`src/rtl/alu_pkg.sv`:
```
// ALU control shared definitions: ALU op codes, ALUOp classes and funct3 values.
// Imported by the ALU control block and by the ALU datapath.
package alu_pkg;

    // 4-bit ALU operation codes; 1010-1111 are never produced
    localparam logic [3:0] ALU_AND  = 4'b0000;
    localparam logic [3:0] ALU_OR   = 4'b0001;
    localparam logic [3:0] ALU_ADD  = 4'b0010;
    localparam logic [3:0] ALU_XOR  = 4'b0011;
    localparam logic [3:0] ALU_SLL  = 4'b0100;
    localparam logic [3:0] ALU_SRL  = 4'b0101;
    localparam logic [3:0] ALU_SUB  = 4'b0110;
    localparam logic [3:0] ALU_SLT  = 4'b0111;
    localparam logic [3:0] ALU_SLTU = 4'b1000;
    localparam logic [3:0] ALU_SRA  = 4'b1001;

    // Instruction class presented by the main decoder
    localparam logic [1:0] ALUOP_MEM    = 2'b00;
    localparam logic [1:0] ALUOP_BRANCH = 2'b01;
    localparam logic [1:0] ALUOP_RTYPE  = 2'b10;
    localparam logic [1:0] ALUOP_ITYPE  = 2'b11;

    // funct3 values for the integer ALU group
    localparam logic [2:0] F3_ADD_SUB = 3'b000;
    localparam logic [2:0] F3_SLL     = 3'b001;
    localparam logic [2:0] F3_SLT     = 3'b010;
    localparam logic [2:0] F3_SLTU    = 3'b011;
    localparam logic [2:0] F3_XOR     = 3'b100;
    localparam logic [2:0] F3_SRL_SRA = 3'b101;
    localparam logic [2:0] F3_OR      = 3'b110;
    localparam logic [2:0] F3_AND     = 3'b111;

endpackage

```
`src/rtl/alu_funct_decode.sv`:
```
// Combinational funct3/funct7 decode to an ALU op code.
// Ports: funct7_5, funct3, is_itype in; op out.
module alu_funct_decode
    import alu_pkg::*;
(
    input  logic       funct7_5,
    input  logic [2:0] funct3,
    input  logic       is_itype,
    output logic [3:0] op
);

    always_comb begin
        op = ALU_ADD;
        unique case (funct3)
            // I-type add has immediate bits in funct7, so no SUB form
            F3_ADD_SUB: op = (funct7_5 && !is_itype) ? ALU_SUB : ALU_ADD;
            F3_SLL:     op = ALU_SLL;
            F3_SLT:     op = ALU_SLT;
            F3_SLTU:    op = ALU_SLTU;
            F3_XOR:     op = ALU_XOR;
            F3_SRL_SRA: op = funct7_5 ? ALU_SRA : ALU_SRL;
            F3_OR:      op = ALU_OR;
            F3_AND:     op = ALU_AND;
            default:    op = ALU_ADD;
        endcase
    end

endmodule

```
`src/rtl/alu_control.sv`:
```
// ALU control: selects the ALU op from ALUOp/funct fields and registers it.
// Ports: i_clk, i_rst_n (sync, low), i_Funct7, i_Funct3, i_ALUOp in; o_ALUControlLines out.
module alu_control
    import alu_pkg::*;
(
    input  logic       i_clk,
    input  logic       i_rst_n,
    input  logic [6:0] i_Funct7,
    input  logic [2:0] i_Funct3,
    input  logic [1:0] i_ALUOp,
    output logic [3:0] o_ALUControlLines
);

    logic [3:0] funct_op;
    logic [3:0] next_op;

    alu_funct_decode u_decode (
        .funct7_5 (i_Funct7[5]),
        .funct3   (i_Funct3),
        .is_itype (i_ALUOp == ALUOP_ITYPE),
        .op       (funct_op)
    );

    // Memory and branch classes pick a constant, so funct fields
    // (possibly unknown there) never reach the register.
    always_comb begin
        next_op = ALU_ADD;
        unique case (i_ALUOp)
            ALUOP_MEM:    next_op = ALU_ADD;
            ALUOP_BRANCH: next_op = ALU_SUB;
            ALUOP_RTYPE:  next_op = funct_op;
            ALUOP_ITYPE:  next_op = funct_op;
            default:      next_op = ALU_ADD;
        endcase
    end

    always_ff @(posedge i_clk) begin
        if (!i_rst_n) begin
            o_ALUControlLines <= ALU_ADD;
        end else begin
            o_ALUControlLines <= next_op;
        end
    end

endmodule

```
`config.mk`:
```
export PLATFORM = sky130hd
export DESIGN_NAME = alu_control
export DESIGN_NICKNAME = d
export VERILOG_FILES = /design/src/rtl/alu_pkg.sv /design/src/rtl/alu_funct_decode.sv /design/src/rtl/alu_control.sv
export SDC_FILE = /design/constraint.sdc
export NUM_CORES = 1
export LEC_CHECK = 0
export BUFFER_PORTS_ARGS = -buffer_cell sky130_fd_sc_hd__buf_2
export CAP_MARGIN = 0
export CORE_AREA = 2 2 39 41
export DETAILED_ROUTE_END_ITERATION = 8
export DIE_AREA = 0 0 41 43
export PLACE_DENSITY = 0.36
export SLEW_MARGIN = 40
export SYNTH_ARGS = -nofsm -noshare
export SYNTH_HDL_FRONTEND = slang
export SYNTH_SLANG_ARGS = --single-unit
export TNS_END_PERCENT = 50
```
`constraint.sdc`:
```
create_clock -name i_clk -period 0.8 [get_ports i_clk]
set_input_delay 0.12 -clock i_clk [delete_from_list [all_inputs] [get_ports i_clk]]
set_output_delay 0.12 -clock i_clk [all_outputs]
set_load 0.005 [all_outputs]
```
==> results of run 1 <==
## final timing paths
| kind | cells after the start | startpoint | slack (ps) | to |
|---|---|---|---|---|
| max | 1 | o_ALUControlLines[1]$_SDFF_PN1_ | 50 | o_ALUControlLines[1] |
| min | 3 | i_rst_n | 150 | o_ALUControlLines[2]$_SDFF_PN0_ |
## layout by cell type (no fill, tap or decap)
| cell type | n |
|---|---|
| nor2b_1 | 1 |
| dfxtp_1 | 4 |
| and4bb_1 | 1 |
| or2_1 | 1 |
| nor2_1 | 1 |
| o2111ai_1 | 1 |
| a21oi_1 | 2 |
| inv_2 | 1 |
| mux2_4 | 1 |
| nor3b_2 | 1 |
| clkbuf_4 | 3 |
| a211oi_1 | 1 |
| buf_4 | 3 |
| o21ai_1 | 2 |
| inv_1 | 1 |
| buf_2 | 11 |
| nand2_1 | 2 |
## layer usage
layer,part of all wire (%),routed length [um],track usage (%),vias to the layer above
li1,-,-,-,107
met1,41,182,7.051,79
met2,42,187,9.063,12
met3,16,72,1.571,0
met4,0,0,8.000,0
met5,0,0,0,-
## report_power, final
part / total (mW) / internal (mW) / switching (mW)
combinational: 0.0866 / 0.0482 / 0.0384
sequential: 0.213 / 0.211 / 0.00185
clock: 0.240 / 0.167 / 0.0732
total: 0.540 / 0.426 / 0.113
## through the flow
| step | std cells | hold WS (ps) | utilization (%) | TNS, ps | setup WS, ps |
|---|---|---|---|---|---|
| after global routing | 53 | 162.8 | 22.24 | 0 | 27.23 |
| after detailed placement | 50 | 389.4 | 20.61 | -41.30 | -41.30 |
| after global placement | 50 | 387.0 | 20.61 | -26.49 | -26.49 |
| after CTS | 53 | 146.4 | 22.24 | 0 | 38.61 |
| after floorplan | 20 | 214.6 | - | 0 | 129.1 |
| final | 53 | 149.9 | 22.24 | 0 | 50.37 |
## cell type report
cell class | instances | share of cell area (%)
Clock buffer | 3 | 7.317
Inverter | 2 | 2.439
Multi-Input combinational cell | 14 | 32.52
Sequential cell | 4 | 26.02
Tap cell | 16 | 6.504
Timing Repair Buffer | 14 | 25.20
## synthesized netlist by cell type
| cell | number |
|---|---|
| or2_1 | 1 |
| o2111ai_1 | 1 |
| a211oi_1 | 1 |
| nand2_1 | 2 |
| mux2_4 | 1 |
| dfxtp_1 | 4 |
| nor2b_1 | 1 |
| a21oi_1 | 2 |
| and4bb_1 | 1 |
| inv_2 | 1 |
| inv_1 | 1 |
| o21ai_1 | 2 |
| nor2_1 | 1 |
| nor3b_2 | 1 |
## logic make-up after synthesis
logic type,count (synthesis),synth area share [%]
flip-flops,4,42.67
AND/OR/NAND/NOR,7,26.00
buffers and inverters,2,3.996
AO/OA/AOI/OAI,6,19.34
multiplexers,1,7.998
==> metrics.md, run 1 <==
| Metric | Value |
|---|---|
| Outcome | `completed` |
| Initial DRC Count | `7` |
| Flops & latches, synth | `4` |
| Yosys cell types | `14` |
| Post-Route WL | `442 um` |
| Register area | `80.08 um2` |
| Seq/Total Area, Yosys | `42.67%` |
| Worst EP arrival | `630 ps` |
| Clock Sink Count | `4` |
| Minimum clock period | `749.6 ps` |
| # DRC | `0` |
| CP max stage delay | `280 ps` |
| Core area | `1384 um2` |
| Largest net degree at the start of global routing | `5` |
| Ant. Diodes | `0` |
| Final Max Slew Viols | `0` |
| Yosys top cell area share | `42.67%` |
| CTS root buffer | `clkbuf_4` |
| Ports | `18` |
| Critical path type | `register to output pin` |
| Syn-to-layout area delta | `64.00%` |
| Max-cap violation count | `0` |
| Die area | `1763 um2` |
| RSZ-0062 raised after global routing | `no` |
| Number of gates resized after cts | `0` |
| Final setup vio count | `0` |
| Cells after synthesis | `20` |
| Warnings from Yosys | `0` |
| H-tree levels | `1` |
| Global-route wire length before repair | `752 um` |
| Proportion of layout cells with a drive suffix above 1 | `54.05%` |
| Largest registers | `o_ALUControlLines: 4 flops` |
| Synth area leader | `dfxtp_1` |
| Die W | `41 um` |
| DP HPWL | `375.7 um` |
| DR pass1 iterations | `4` |
| Row count | `14` |
| Crit end category | `output pin` |
| Number of global-route vias before repair | `215` |
| Die H | `43 um` |
| Port Buffers | `11` |
| Vias/cell | `3.736` |
| FILL cells | `157` |
| Hold Vio Cnt, Final | `0` |
| Initial core utilization | `13.56%` |
| Critical-path cell list | `buf_2` |
| Initial antenna violation count | `0` |
| Syn_nets | `34` |
| CTS Buffer Depth | `2` |
| Via count | `198` |
| Leak Pwr | `0.1506 nW` |
| Slowest-stage cell, CP | `dfxtp_1` |
| Tot GR Track Use | `6.620%` |
| Slew Limit Headroom | `86.96%` |
| Finished Cell Area | `307.8 um2` |
| VDD IR-drop max | `0.3254 mV` |
| Post-CTS Setup Bufs | `0` |
| Hold/Removal Path Class | `primary input to register` |
| Tot Pwr | `539.8 uW` |
| Cts bufs inserted | `3` |
| Post-DRT Antenna Nets | `0` |
| Nets | `53` |
| Final period util | `93.70%` |
| Total grt overflow | `0` |
| Largest register by flop count | `o_ALUControlLines` |
| Max reg flops | `4` |
| WL/cell | `8.340 um` |
| Hold_buf cts | `0` |
| Worst-path maximum fanout | `1` |
| Worst Path Buf+Inv | `1` |
| Synth top area cells | `dfxtp_1 43%, mux2_4 8.0%, and4bb_1 6.7%, nor3b_2 6.7%, a21oi_1 5.3%` |
| RePlAce Congestion | `0.5972` |
| Multi-input logic area | `100.1 um2` |
| Worst path required time | `680 ps` |
| CTS tree | `built` |
| Max Fclk | `1334 MHz` |
| Top delay family on crit path | `flip-flops` |
| Syn Area/Cell | `9.384 um2` |
| Synthesized area | `187.7 um2` |
| Worst-Margin Slew | `195.4 ps` |
| Placed cell area | `285.3 um2` |
| Pwr dens | `1754 nW/um2` |
| Element type at the critical path start | `register` |
| Clock-pin transition on the worst setup and hold timing paths | `40 ps` |
No activity file was read; power rests on OpenSTA's default activity.
==> run 2: changes to the inputs <==
--- a/config.mk
+++ b/config.mk
@@ -10,9 +10,11 @@
 export CORE_AREA = 2 2 39 41
 export DETAILED_ROUTE_END_ITERATION = 8
 export DIE_AREA = 0 0 41 43
+export GPL_TIMING_DRIVEN = 0
 export PLACE_DENSITY = 0.36
 export SLEW_MARGIN = 40
 export SYNTH_ARGS = -nofsm -noshare
 export SYNTH_HDL_FRONTEND = slang
+export SYNTH_HIERARCHICAL = 1
 export SYNTH_SLANG_ARGS = --single-unit
 export TNS_END_PERCENT = 50
==> run 2 against run 1 <==
  * The flow now finishes with violations (setup timing)
  * Worst setup slack got worse by 120 ps
  * Cell area increased by 3.7%
  * Global-route usage decreased by 1.4 points
  * Non-clock buffer count decreased by 2
  * Combinational power increased by 12%
  * Critical path depth increased by 6
  * Die area unchanged
  * Critical path type is now primary input to register
  * Highest routed layer unchanged
==> metrics.md, run 2 <==
| Metric | Value |
|---|---|
| Outcome | `finished, violations left` |
| Failing checks | `setup timing` |
| Worst path required time | `920 ps` |
| Clock-pin transition on the worst setup and hold timing paths | `40 ps` |
| DR pass1 iterations | `2` |
| RePlAce Congestion | `0.5618` |
| Worst-path maximum fanout | `2` |
| Min-delay src | `i_rst_n` |
| Most instantiated library cell after synthesis | `dfxtp_1` |
| Commonest cells in the netlist | `4 x dfxtp_1, 3 x a21oi_1, 2 x and3_2, 2 x mux2i_1` |
| Number of global-route vias before repair | `151` |
| Initial antenna violation count | `0` |
| Warnings from Yosys | `6` |
| Die W | `41 um` |
| Hold Vio Cnt, Final | `0` |
| Clock power share | `43.8%` |
| Max Fclk | `1149 MHz` |
| P_sw | `115.4 uW` |
| Synth area leader | `dfxtp_1` |
| Critical Path Stages | `7` |
| Seq/Total Area, Yosys | `42.38%` |
| Cts bufs inserted | `3` |
| Vias/cell | `4.000` |
| Synth Flop Type | `dfxtp_1` |
| Cells after synthesis | `20` |
| Max-cap violation count | `0` |
| Initial DRC Count | `1` |
| Element type at the critical path start | `primary input` |
| Ant. Diodes | `0` |
| Port Buffers | `11` |
| Register area | `80.08 um2` |
| Worst-Margin Slew | `229.7 ps` |
| CTS tree | `built` |
| Global-route wire length before repair | `558 um` |
| Worst Hold End | `o_ALUControlLines[1]$_SDFF_PN1_` |
| Synth top area cells | `dfxtp_1 42%, mux2i_1 11%, a21oi_1 7.9%, and3_2 7.9%, o311ai_1 4.6%` |
| Via count | `204` |
| Ports | `18` |
| Worst slack, placed | `-381.2 ps` |
| Row count | `14` |
| Largest register by flop count | `o_ALUControlLines` |
| Leak Pwr | `0.1562 nW` |
| Total grt overflow | `0` |
| Critical path type | `primary input to register` |
| Worst Path Buf+Inv | `1` |
| Sw Share | `20.97%` |
| RSZ-0062 raised after global routing | `yes` |
| Nets | `51` |
| Yosys top cell area share | `42.38%` |
| Crit end category | `register` |
| CTS Buffer Depth | `2` |
| Pwr dens | `1725 nW/um2` |
| H-tree levels | `1` |
| Initial core utilization | `13.65%` |
| Final period util | `108.8%` |
| Critical-path cell list | `buf_6, and2_4, and2b_1, o311ai_2, a21oi_1, mux2i_1, nor2b_1` |
| Hold/Removal Path Class | `primary input to register` |
| Largest net degree at the start of global routing | `7` |
| Commonest non-fill, non-tap cell in the layout | `buf_2` |
| Top delay family on crit path | `simple AND/OR/NAND/NOR gates` |
| Flops & latches, synth | `4` |
| Post-DRT Antenna Nets | `0` |
| FILL cells | `159` |
| Final Max Slew Viols | `0` |
| Largest registers | `o_ALUControlLines: 4 flops` |
| Pint | `435.0 uW` |
| Die H | `43 um` |
| Syn-to-layout area delta | `68.87%` |
| Post-synthesis async set-or-reset flop share | `0%` |
| Worst EP arrival | `990 ps` |
| WL/cell | `8.922 um` |
| Setup ws final | `-70.35 ps` |
| Most frequent cells in the layout | `9 x buf_2, 4 x dfxtp_1, 3 x clkbuf_4, 3 x a21oi_1` |
| Synthesized area | `188.9 um2` |
| Slew Limit Headroom | `84.66%` |
| Logic pwr share | `17.6%` |
| Die area | `1763 um2` |
| Max reg flops | `4` |
| Syn Area/Cell | `9.447 um2` |
| Min Hold Slack | `111.2 ps` |
| Post-Route WL | `455 um` |
| CTS root buffer | `clkbuf_4` |
| EDFF count, synth | `0` |
| Core area | `1384 um2` |
| Yosys cell types | `13` |
| VDD IR-drop max | `0.2984 mV` |
| Proportion of layout cells with a drive suffix above 1 | `54.29%` |
| Minimum clock period | `870.3 ps` |
| Syn_nets | `34` |
| Clock Sink Count | `4` |
| Final setup vio count | `1` |
| # DRC | `0` |
| Tot GR Track Use | `5.216%` |
| WHS Path Cells | `2` |
| Multi-input logic area | `117.6 um2` |
| Slowest-stage cell, CP | `o311ai_2` |
| Sequential Power Share | `38.6%` |
| CP max stage delay | `220 ps` |
==> run 2: cell count changes in the layout (fill, tap and decap cells not counted), sizes merged, moves of 2 or more <==
cell / change
mux2i: +2
inv: -2
and2: +2
o21ai: -2
and3: +2
buf: -2
==> run 2: worst max-delay path by stage <==
stage                           from                              end  slack, ps
final                     i_ALUOp[0]  o_ALUControlLines[2]$_SDFF_PN0_        -70
after global routing      i_ALUOp[0]  o_ALUControlLines[2]$_SDFF_PN0_       -140
after CTS                 i_ALUOp[1]  o_ALUControlLines[2]$_SDFF_PN0_        -90
after detailed placement  i_ALUOp[1]  o_ALUControlLines[2]$_SDFF_PN0_       -380
after global placement    i_ALUOp[1]  o_ALUControlLines[2]$_SDFF_PN0_       -360
after floorplan           i_ALUOp[1]  o_ALUControlLines[2]$_SDFF_PN0_       -150
==> run 2: layer usage <==
| layer | global-route usage, % | vias up | share of wire, % |
|---|---|---|---|
| met2 | 5.625 | 12 | 44 |
| met5 | 0 | - | 0 |
| met3 | 3.141 | 0 | 15 |
| li1 | - | 101 | - |
| met1 | 6.090 | 91 | 41 |
| met4 | 6.000 | 0 | 0 |
==> run 2: area by class of cell <==
cell class                 count  share of cell area, %
clock buffer                   3                  7.059
multi-input combinational     16                  36.86
sequential                     4                  25.10
tap                           16                  6.275
timing repair buffer          12                  24.71
==> run 2: per-stage QoR <==
stage	utilization, %	cells	cell area (um2)	TNS (ps)	power (mW)
2_1_floorplan	-	20	188.9	-146.0	0.2508
3_3_place_gp	19.08	47	264.0	-377.0	0.2916
3_5_place_dp	19.08	47	264.0	-416.8	0.2942
4_1_cts	22.51	51	311.5	-90.40	0.5617
5_1_grt	23.06	51	319.1	-138.1	0.5946
6_report	23.06	51	319.1	-70.35	0.5505
==> run 2: power groups by stage <==
stage	Combinational (mW)	Sequential [mW]	Clock [mW]
global route	0.107	0.213	0.274
detailed placement	0.0785	0.216	0
floorplan	0.0333	0.218	0
global placement	0.0764	0.215	0
CTS	0.0917	0.213	0.257
finish	0.0970	0.213	0.241
==> run 2: timing repair <==
| item | in CTS | in global routing |
|---|---|---|
| setup buffers | 1 | 0 |
| endpoints found under the setup margin | 1 | 1 |
| gates resized for setup | 5 | 1 |
| pin swaps | 1 | 2 |
| hold buffers | 0 | 0 |
==> run 2: logic make-up after synthesis <==
kind of cell,Yosys count,synth area share (%)
AO/OA/AOI/OAI,4,12.58
flip-flops,4,42.39
multiplexers,2,10.60
AND/OR/NAND/NOR,10,34.44
==> run 3: changes to the inputs <==
--- a/config.mk
+++ b/config.mk
@@ -11,6 +11,7 @@
 export DETAILED_ROUTE_END_ITERATION = 8
 export DIE_AREA = 0 0 41 43
 export GPL_TIMING_DRIVEN = 0
+export HOLD_SLACK_MARGIN = 0.12
 export PLACE_DENSITY = 0.36
 export SLEW_MARGIN = 40
 export SYNTH_ARGS = -nofsm -noshare
==> run 3 against run 2 <==
  * The flow still finishes with violations (setup timing)
  * Sequential cell count did not move
  * Final cell count grew 2.0%
  * Non-clock buffer count increased by 1
  * Sequential power about the same
  * Cell area increased by 3.1%
  * Combinational power rose by 4%
  * Hold slack better by 38 ps
  * Die area stayed put
  * First-iteration DRC count unchanged
  * Sequential share of layout area is 0.76 points lower
  * Total power up 0.86%
  * Maximum frequency about the same
  * Critical path type unchanged
  * Highest routed layer unchanged
==> metrics.md, run 3 (synthesized netlist as in run 2, its figures left out) <==
| Metric | Value |
|---|---|
| Via count | `207` |
| Largest registers | `o_ALUControlLines: 4 flops` |
| Final Non-Filler Cells | `52` |
| Max-cap violation count | `0` |
| Tot Pwr | `555.2 uW` |
| Tot GR Track Use | `5.517%` |
| Worst Hold End | `o_ALUControlLines[2]$_SDFF_PN0_` |
| Post-Route WL | `475 um` |
| Clock power share | `43.5%` |
| RePlAce Congestion | `0.5618` |
| Outcome | `finished, violations left` |
| Initial core utilization | `13.65%` |
| Initial antenna violation count | `0` |
| Max reg flops | `4` |
| Logic pwr share | `18.2%` |
| Final Max Slew Viols | `0` |
| Minimum clock period | `870.0 ps` |
| Worst-Margin Slew | `229.7 ps` |
| Clock-pin transition on the worst setup and hold timing paths | `40 ps` |
| Pint | `438.3 uW` |
| Sequential Power Share | `38.3%` |
| Core area | `1384 um2` |
| Met1 usage | `6.731%` |
| Hold/Removal Path Class | `primary input to register` |
| Final period util | `108.7%` |
| Element type at the critical path start | `primary input` |
| Min Hold Slack | `149.4 ps` |
| Top Usage Layer GRT | `met1` |
| RSZ-0062 raised after global routing | `yes` |
| P_sw | `116.9 uW` |
| Sw Share | `21.06%` |
| Largest register by flop count | `o_ALUControlLines` |
| H-tree levels | `1` |
| Global-route wire length before repair | `593 um` |
| Clock Sink Count | `4` |
| # DRC | `0` |
| Final setup vio count | `1` |
| CP max stage delay | `220 ps` |
| Setup ws final | `-69.96 ps` |
| Critical path type | `primary input to register` |
| Crit end category | `register` |
| Slowest-stage cell, CP | `o311ai_2` |
| Die H | `43 um` |
| Number of global-route vias before repair | `158` |
| WL/cell | `9.135 um` |
| Largest net degree at the start of global routing | `7` |
| Max Fclk | `1149 MHz` |
| Die area | `1763 um2` |
| Core Util, Final | `23.78%` |
| Worst path required time | `920 ps` |
| Leak Pwr | `0.1604 nW` |
| VDD IR-drop max | `0.3239 mV` |
| Nets | `52` |
| CTS tree | `built` |
| Initial DRC Count | `1` |
| Hold Vio Cnt, Final | `0` |
| Ant. Diodes | `0` |
| Ports | `18` |
| Critical-path cell list | `buf_6, and2_4, and2b_1, o311ai_2, a21oi_1, mux2i_1, nor2b_1` |
| Row count | `14` |
| Cts bufs inserted | `3` |
| Routing usage on met2 | `5.938%` |
| Vias/cell | `3.981` |
| Most frequent cells in the layout | `9 x buf_2, 4 x dfxtp_1, 3 x clkbuf_4, 3 x a21oi_1` |
| Worst EP arrival | `990 ps` |
| Met3 GRT Util | `3.141%` |
| Total grt overflow | `0` |
| Pwr dens | `1687 nW/um2` |
| Syn-to-layout area delta | `74.17%` |
| CTS Buffer Depth | `2` |
| Slew Limit Headroom | `84.66%` |
| Post-DRT Antenna Nets | `0` |
| Die W | `41 um` |
| Port Buffers | `11` |
| DR pass1 iterations | `2` |
| Worst-path maximum fanout | `2` |
| Min-delay src | `i_rst_n` |
| Failing checks | `setup timing` |
| WHS Path Cells | `2` |
| Proportion of layout cells with a drive suffix above 1 | `52.78%` |
| CTS root buffer | `clkbuf_4` |
| Placed Instances | `47` |
| Commonest non-fill, non-tap cell in the layout | `buf_2` |
[run 3: what timing repair did]
action / in CTS / in global routing
setup endpoints to repair: 1 / 1
pin swaps: 1 / 2
hold endpoints to repair: 1 / 0
hold buffers: 1 / 0
resized for setup: 5 / 1
buffers inserted: 1 / 0
[run 3: metrics by stage]
| stage | cell area (um2) | worst slack (ps) | setup TNS, ps |
|---|---|---|---|
| after floorplan | 188.9 | -146.0 | -146.0 |
| after global placement | 264.0 | -355.5 | -377.0 |
| after detailed placement | 264.0 | -381.2 | -416.8 |
| after CTS | 321.6 | -90.40 | -90.40 |
| after global routing | 329.1 | -138.1 | -138.1 |
| final | 329.1 | -69.96 | -69.96 |
[run 3: layout make-up]
cell class | count | area [um2]
Clock buffer | 3 | 22.52
Fill cell | 158 | 1055
Multi-Input combinational cell | 16 | 117.6
Sequential cell | 4 | 80.08
Tap cell | 16 | 20.02
Timing Repair Buffer | 13 | 88.84
[run 3: worst max path at each step]
stage	end	cells after the start	slack (ps)	from
after floorplan	o_ALUControlLines[2]$_SDFF_PN0_	6	-150	i_ALUOp[1]
after global placement	o_ALUControlLines[2]$_SDFF_PN0_	7	-360	i_ALUOp[1]
after detailed placement	o_ALUControlLines[2]$_SDFF_PN0_	7	-380	i_ALUOp[1]
after CTS	o_ALUControlLines[2]$_SDFF_PN0_	7	-90	i_ALUOp[1]
after global routing	o_ALUControlLines[2]$_SDFF_PN0_	7	-140	i_ALUOp[0]
final	o_ALUControlLines[2]$_SDFF_PN0_	7	-70	i_ALUOp[0]
[run 3: layer usage]
metal | vias up | wire length [um]
met5 | - | 0
met2 | 12 | 208
li1 | 103 | -
met3 | 0 | 67
met4 | 0 | 0
met1 | 92 | 200
[run 3: worst max-delay path, delay by kind of cell]
family,cells,cell delay [ps]
compound gates,2,290
buf+inv,1,70
mux,1,160
simple gates,3,360
[run 3: power groups by stage]
| stage | clock network (mW) | registers, mW | logic [mW] |
|---|---|---|---|
| after floorplan | 0 | 0.218 | 0.0333 |
| after CTS | 0.257 | 0.213 | 0.0960 |
| final | 0.241 | 0.213 | 0.101 |
| after global placement | 0 | 0.215 | 0.0764 |
| after detailed placement | 0 | 0.216 | 0.0785 |
| after global routing | 0.274 | 0.213 | 0.112 |
